[src/rtl/addsub_result_buffer_pkg.sv]
// Shared packing for the 3-bit adder/subtractor result word {add, c_out, s}.
// Both the adder-side bench and the result buffer use these offsets, so a result is packed the same way everywhere.
package addsub_result_buffer_pkg;

  localparam int ADDSUB_W = 3;
  localparam int ENTRY_W  = ADDSUB_W + 2;

  // Field positions inside the packed word for the default sum width.
  localparam int S_LSB     = 0;
  localparam int C_OUT_BIT = ADDSUB_W;
  localparam int ADD_BIT   = ADDSUB_W + 1;

  typedef struct packed {
    logic                add;
    logic                c_out;
    logic [ADDSUB_W-1:0] s;
  } addsub_entry_t;

  // Width-generic versions of the offsets, for blocks built with a non-default W.
  function automatic int entry_width(input int w);
    return w + 2;
  endfunction

  function automatic int c_out_bit(input int w);
    return w;
  endfunction

  function automatic int add_bit(input int w);
    return w + 1;
  endfunction

endpackage

[src/rtl/addsub_fifo_mem.sv]
// Storage for the result FIFO: DEPTH x EW register array.
// It has one synchronous write port and one asynchronous read port.
module addsub_fifo_mem #(
  parameter int EW    = 5,
  parameter int DEPTH = 4,
  parameter int AW    = $clog2(DEPTH)
) (
  input  logic          clk,
  input  logic          we,
  input  logic [AW-1:0] waddr,
  input  logic [EW-1:0] wdata,
  input  logic [AW-1:0] raddr,
  output logic [EW-1:0] rdata
);

  logic [EW-1:0] mem [DEPTH];

  // NOTE: storage is deliberately not reset; the pointers and count decide what is valid, and a reset here would only add a reset net to every bit.
  always_ff @(posedge clk) begin
    if (we) begin
      mem[waddr] <= wdata;
    end
  end

  assign rdata = mem[raddr];

endmodule

[src/rtl/addsub_result_buffer.sv]
// Captures adder/subtractor results into a first-word-fall-through FIFO for a slower consumer.
// It also counts, with saturation, the results offered while the buffer was full.
module addsub_result_buffer
  import addsub_result_buffer_pkg::*;
#(
  parameter int W     = ADDSUB_W,
  parameter int DEPTH = 4,
  parameter int DCW   = 8
) (
  input  logic                       clk,
  input  logic                       rst_n,
  input  logic                       in_valid,
  input  logic                       in_add,
  input  logic                       in_c_out,
  input  logic [W-1:0]               in_s,
  output logic                       in_ready,
  output logic                       out_valid,
  input  logic                       out_ready,
  output logic                       out_add,
  output logic                       out_c_out,
  output logic [W-1:0]               out_s,
  output logic [$clog2(DEPTH):0]     count,
  output logic [DCW-1:0]             drop_cnt
);

  localparam int AW   = $clog2(DEPTH);
  localparam int CW   = AW + 1;
  localparam int EW   = entry_width(W);
  localparam int A_B  = add_bit(W);
  localparam int C_B  = c_out_bit(W);
  localparam logic [CW-1:0] FULL_CNT = CW'(DEPTH);

  logic [AW-1:0]  wr_ptr_q;
  logic [AW-1:0]  rd_ptr_q;
  logic [CW-1:0]  count_q;
  logic [DCW-1:0] drop_q;
  logic [EW-1:0]  last_q;
  logic [EW-1:0]  head_data;
  logic [EW-1:0]  out_word;
  logic [EW-1:0]  wdata;
  logic           push;
  logic           pop;
  logic           drop_evt;

  // Handshake flags come from the registered count only, so in_valid and out_ready have no combinational path to them.
  assign in_ready  = (count_q != FULL_CNT);
  assign out_valid = (count_q != '0);

  assign push     = in_valid & in_ready;
  assign pop      = out_valid & out_ready;
  assign drop_evt = in_valid & ~in_ready;
  assign wdata    = {in_add, in_c_out, in_s};

  addsub_fifo_mem #(
    .EW    (EW),
    .DEPTH (DEPTH),
    .AW    (AW)
  ) u_mem (
    .clk   (clk),
    .we    (push),
    .waddr (wr_ptr_q),
    .wdata (wdata),
    .raddr (rd_ptr_q),
    .rdata (head_data)
  );

  // When empty, the outputs keep the last popped word; this is all-zero straight after reset.
  assign out_word  = out_valid ? head_data : last_q;
  assign out_add   = out_word[A_B];
  assign out_c_out = out_word[C_B];
  assign out_s     = out_word[W-1:0];
  assign count     = count_q;
  assign drop_cnt  = drop_q;

  // NOTE: sequential state is updated only with non-blocking assignments, so every read in this block sees the value from before the edge.
  always_ff @(posedge clk or negedge rst_n) begin
    if (!rst_n) begin
      wr_ptr_q <= '0;
      rd_ptr_q <= '0;
      count_q  <= '0;
      drop_q   <= '0;
      last_q   <= '0;
    end else begin
      // DEPTH is a power of two, so the pointer increments wrap by themselves.
      if (push) begin
        wr_ptr_q <= wr_ptr_q + 1'b1;
      end
      if (pop) begin
        rd_ptr_q <= rd_ptr_q + 1'b1;
        last_q   <= head_data;
      end
      unique case ({push, pop})
        2'b10:   count_q <= count_q + 1'b1;
        2'b01:   count_q <= count_q - 1'b1;
        default: count_q <= count_q;
      endcase
      if (drop_evt && (drop_q != '1)) begin
        drop_q <= drop_q + 1'b1;
      end
    end
  end

endmodule

[config.mk]
export PLATFORM = sky130hd
export DESIGN_NAME = addsub_result_buffer
export DESIGN_NICKNAME = d
export VERILOG_FILES = /design/src/rtl/addsub_result_buffer_pkg.sv /design/src/rtl/addsub_fifo_mem.sv /design/src/rtl/addsub_result_buffer.sv
export SDC_FILE = /design/constraint.sdc
export NUM_CORES = 1
export LEC_CHECK = 0
export ABC_AREA = 1
export BUFFER_PORTS_ARGS = -buffer_cell sky130_fd_sc_hd__buf_2
export CAP_MARGIN = 10
export CORE_UTILIZATION = 50
export DETAILED_ROUTE_END_ITERATION = 10
export PLACE_DENSITY = 0.71
export SLEW_MARGIN = 15
export SYNTH_ARGS = -nofsm -noshare
export SYNTH_HDL_FRONTEND = slang
export SYNTH_HIERARCHICAL = 1
export SYNTH_SLANG_ARGS = --single-unit
[constraint.sdc]
create_clock -name clk -period 2 [get_ports clk]
set_input_delay 0.5 -clock clk [delete_from_list [all_inputs] [get_ports clk]]
set_output_delay 0.5 -clock clk [all_outputs]
set_load 0.01 [all_outputs]
==> out/qor.csv <==
metric,value,unit
Mapped Cells,225,
via count,1470,
Critical Path AT,1.45,ns
routed len/inst,11.15,µm
Setup TNS Final,0,ns
Synth cell types,25,
relative slew slack,0.7054,
clock power share,0.186,
CP Capture Type,output pin,
mapped cell area,1962,µm²
"Hold Vio Cnt, Final",0,
die span in y,64.64,µm
Synth top cells by count,"nand2_1 (66), inv_1 (43), dfrtp_1 (20), edfxtp_1 (20), nor2_1 (16)",
post-layout util,0.6296,
setup violators final,0,
ANT nets after route,0,
worst skew pair latency,0.29,ns
synthesized area per cell,8.719,µm²
Switching Power,1.289,mW
switching share of power,0.3854,
status,"complete, no violations",
Tcrit/Tclk final,0.9763,
Die ar.,4178,µm²
cell internal pwr,2.056,mW
Async SR Flop Fraction,0.5000,
Ant. Diodes,0,
Ports,27,
number of global-route vias before repair,1342,
Fin Hold WS,0.1482,ns
ys flop type,edfxtp_1,
Hold WC Path Type,primary input to asynchronous set/reset pin,
"Seq/Total Area, Yosys",0.5612,
crit path cell chain,"buf_6, nand2_1, nand3_2, nand2_2, inv_2, a21oi_2, buf_2",
layout overhead on the synthesized area,19.26,%
logic gate share of total power,0.419,
Clock Skews,0.007137,ns
Core ar.,3716,µm²
final net count,276,
Max Transition Viols Final,0,
initial antenna violation count,0,
TritonCTS Buffers,5,
largest net degree at the start of global routing,21,
count of TritonRoute iterations in the first routing pass,4,
"flops & latches, synth",40,
DRC,0,
leakage power,1.183,nW
"count leader, synth",nand2_1,
syn_nets,237,
final wirelength,3.491,mm
Slew @ Worst Pin,0.4419,ns
Finished Layout Cells,313,
maximum vdd drop,0.0009103,V
slowest cell on the critical path,dfrtp_2,
clock slew at reported path FFs,0.07,ns
# clock sinks,40,
number of synthesized flops with an enable pin,20,
Synth area leaders,"edfxtp_1 (31%), dfrtp_1 (26%), nand2_1 (13%), inv_1 (8.2%), nand3_1 (3.6%)",
number of cell rows,22,
cell taking the most area after synthesis,edfxtp_1,
startpoint types,flip-flop,
delay of the slowest critical-path stage,0.44,ns
aggregate global-route resource usage,0.1958,
Initial Utilization,0.5279,
fraction of layout cells with a size suffix above 1,0.2453,
Pwr Density,1430,nW/µm²
CTS Buffer Depth,2,
DPL Wire Length,2.506,mm
crit path max fanout,8,
Overflow after GRT,0,
H-tree levels,2,
Seq pwr share,0.395,
Root Driver,clkbuf_8,
critical path class,flip-flop to output pin,
Die Wd,64.64,µm
first-pass GRT wire length,5.954,mm
post-synth top area share,0.3061,
First DRT Iteration DRCs,74,
fmax,512.1,MHz
Yosys warnings,6,
Max-Cap Viols,0,
GP Congestion,0.8355,
pre-CTS setup slack,0.1567,ns
TritonCTS clock tree,yes,
Worst EP required,1.50,ns
PortBufs,26,
final setup margin,0.04744,ns
post-layout min period,1.953,ns
Placed Cells,303,
vias per inst,4.696,
-- layout by cell type, fill, tap and decap left out, types with 3 or more instances in the layout --
master / n
a21oi_1: 3
buf_2: 26
buf_4: 8
clkbuf_8: 5
clkinv_1: 3
dfrtp_1: 16
dfrtp_2: 4
edfxtp_1: 20
inv_1: 41
inv_2: 3
nand2_1: 64
nand2_2: 6
nand3_1: 12
nor2_1: 14
nor2_2: 3
nor3_1: 4
o21ai_0: 8
xor2_1: 4
-- timing repair --
item / in CTS / in global routing
pin swaps: 0 / 3
buffers inserted: 1 / 1
resized for setup: 4 / 12
gates cloned: 0 / 0
setup endpoints to repair: 2 / 6
hold buffers: 0 / 0
-- registers in the layout, summed over array words and instances, names as in the netlist --
signal and cells:
count 3, drop_cnt 8, last_q 5, rd_ptr_q 2
u_mem/mem 20, wr_ptr_q 2
-- final cells by class --
cell class	instances	area, µm²
clock buffers	5	68.82
flip-flops and latches	40	1106
clock inverters	3	37.54
fillers	322	1376
multi-input cells	136	690.7
inverters	46	175.2
well taps	48	60.06
repair buffers	35	201.4
-- power by group through the flow --
stage | sequential (mW) | clock [mW] | combinational [mW]
after floorplan | 1.31 | 0 | 0.869
after global placement | 1.31 | 0 | 1.28
after detailed placement | 1.32 | 0 | 1.29
after CTS | 1.31 | 0.640 | 1.34
after global routing | 1.36 | 0.675 | 1.59
final | 1.32 | 0.621 | 1.40
-- final timing paths --
check,from,end,slack [ns],depth (start not counted)
worst max-delay path,rd_ptr_q[0]$_DFFE_PN0P_,out_add,0.05,7
worst min-delay path,rst_n,drop_cnt[3]$_DFFE_PN0P_,0.15,1
worst max register to register,count[0]$_DFFE_PN0P_,count[2]$_DFFE_PN0P_,0.19,10
worst min register to register,last_q[1]$_DFFE_PN0P_,last_q[1]$_DFFE_PN0P_,0.49,2
max in group asynchronous,rst_n,count[0]$_DFFE_PN0P_,1.52,1
min in group clk,in_s[0],u_mem/mem[2][0]$_DFFE_PP_,0.42,1
-- per-layer routing --
metal / track usage / part of all wire / up-vias
met1: 0.2655 / 0.48 / 658
li1: - / - / 773
met5: 0 / 0 / -
met3: 0.06514 / 0.051 / 8
met2: 0.2803 / 0.45 / 31
met4: 0.09722 / 0.023 / 0
-- kinds of logic (layout without fill, tap and decap cells) --
logic type,Yosys count,after routing,synth area share
AO/OA/AOI/OAI,15,15,0.03826
XOR/XNOR,6,6,0.02679
adder cells (fa/ha/maj),3,3,0.02296
buffers and inverters,49,89,0.1033
flip-flops,40,40,0.5612
AND/OR/NAND/NOR,112,112,0.2474
-- critical path: cells and delay by family (launching register included) --
kind | cells | cell delay [ns]
compound gates | 1 | 0.13
buf+inv | 3 | 0.33
flops | 1 | 0.44
simple gates | 3 | 0.27
-- stage by stage --
step / power [mW] / instance area [µm²]
after floorplan: 2.181 / 1962
after global placement: 2.585 / 2177
after detailed placement: 2.614 / 2177
after CTS: 3.290 / 2301
after global routing: 3.621 / 2340
final: 3.345 / 2340
No activity file was read; power rests on OpenSTA's default activity.
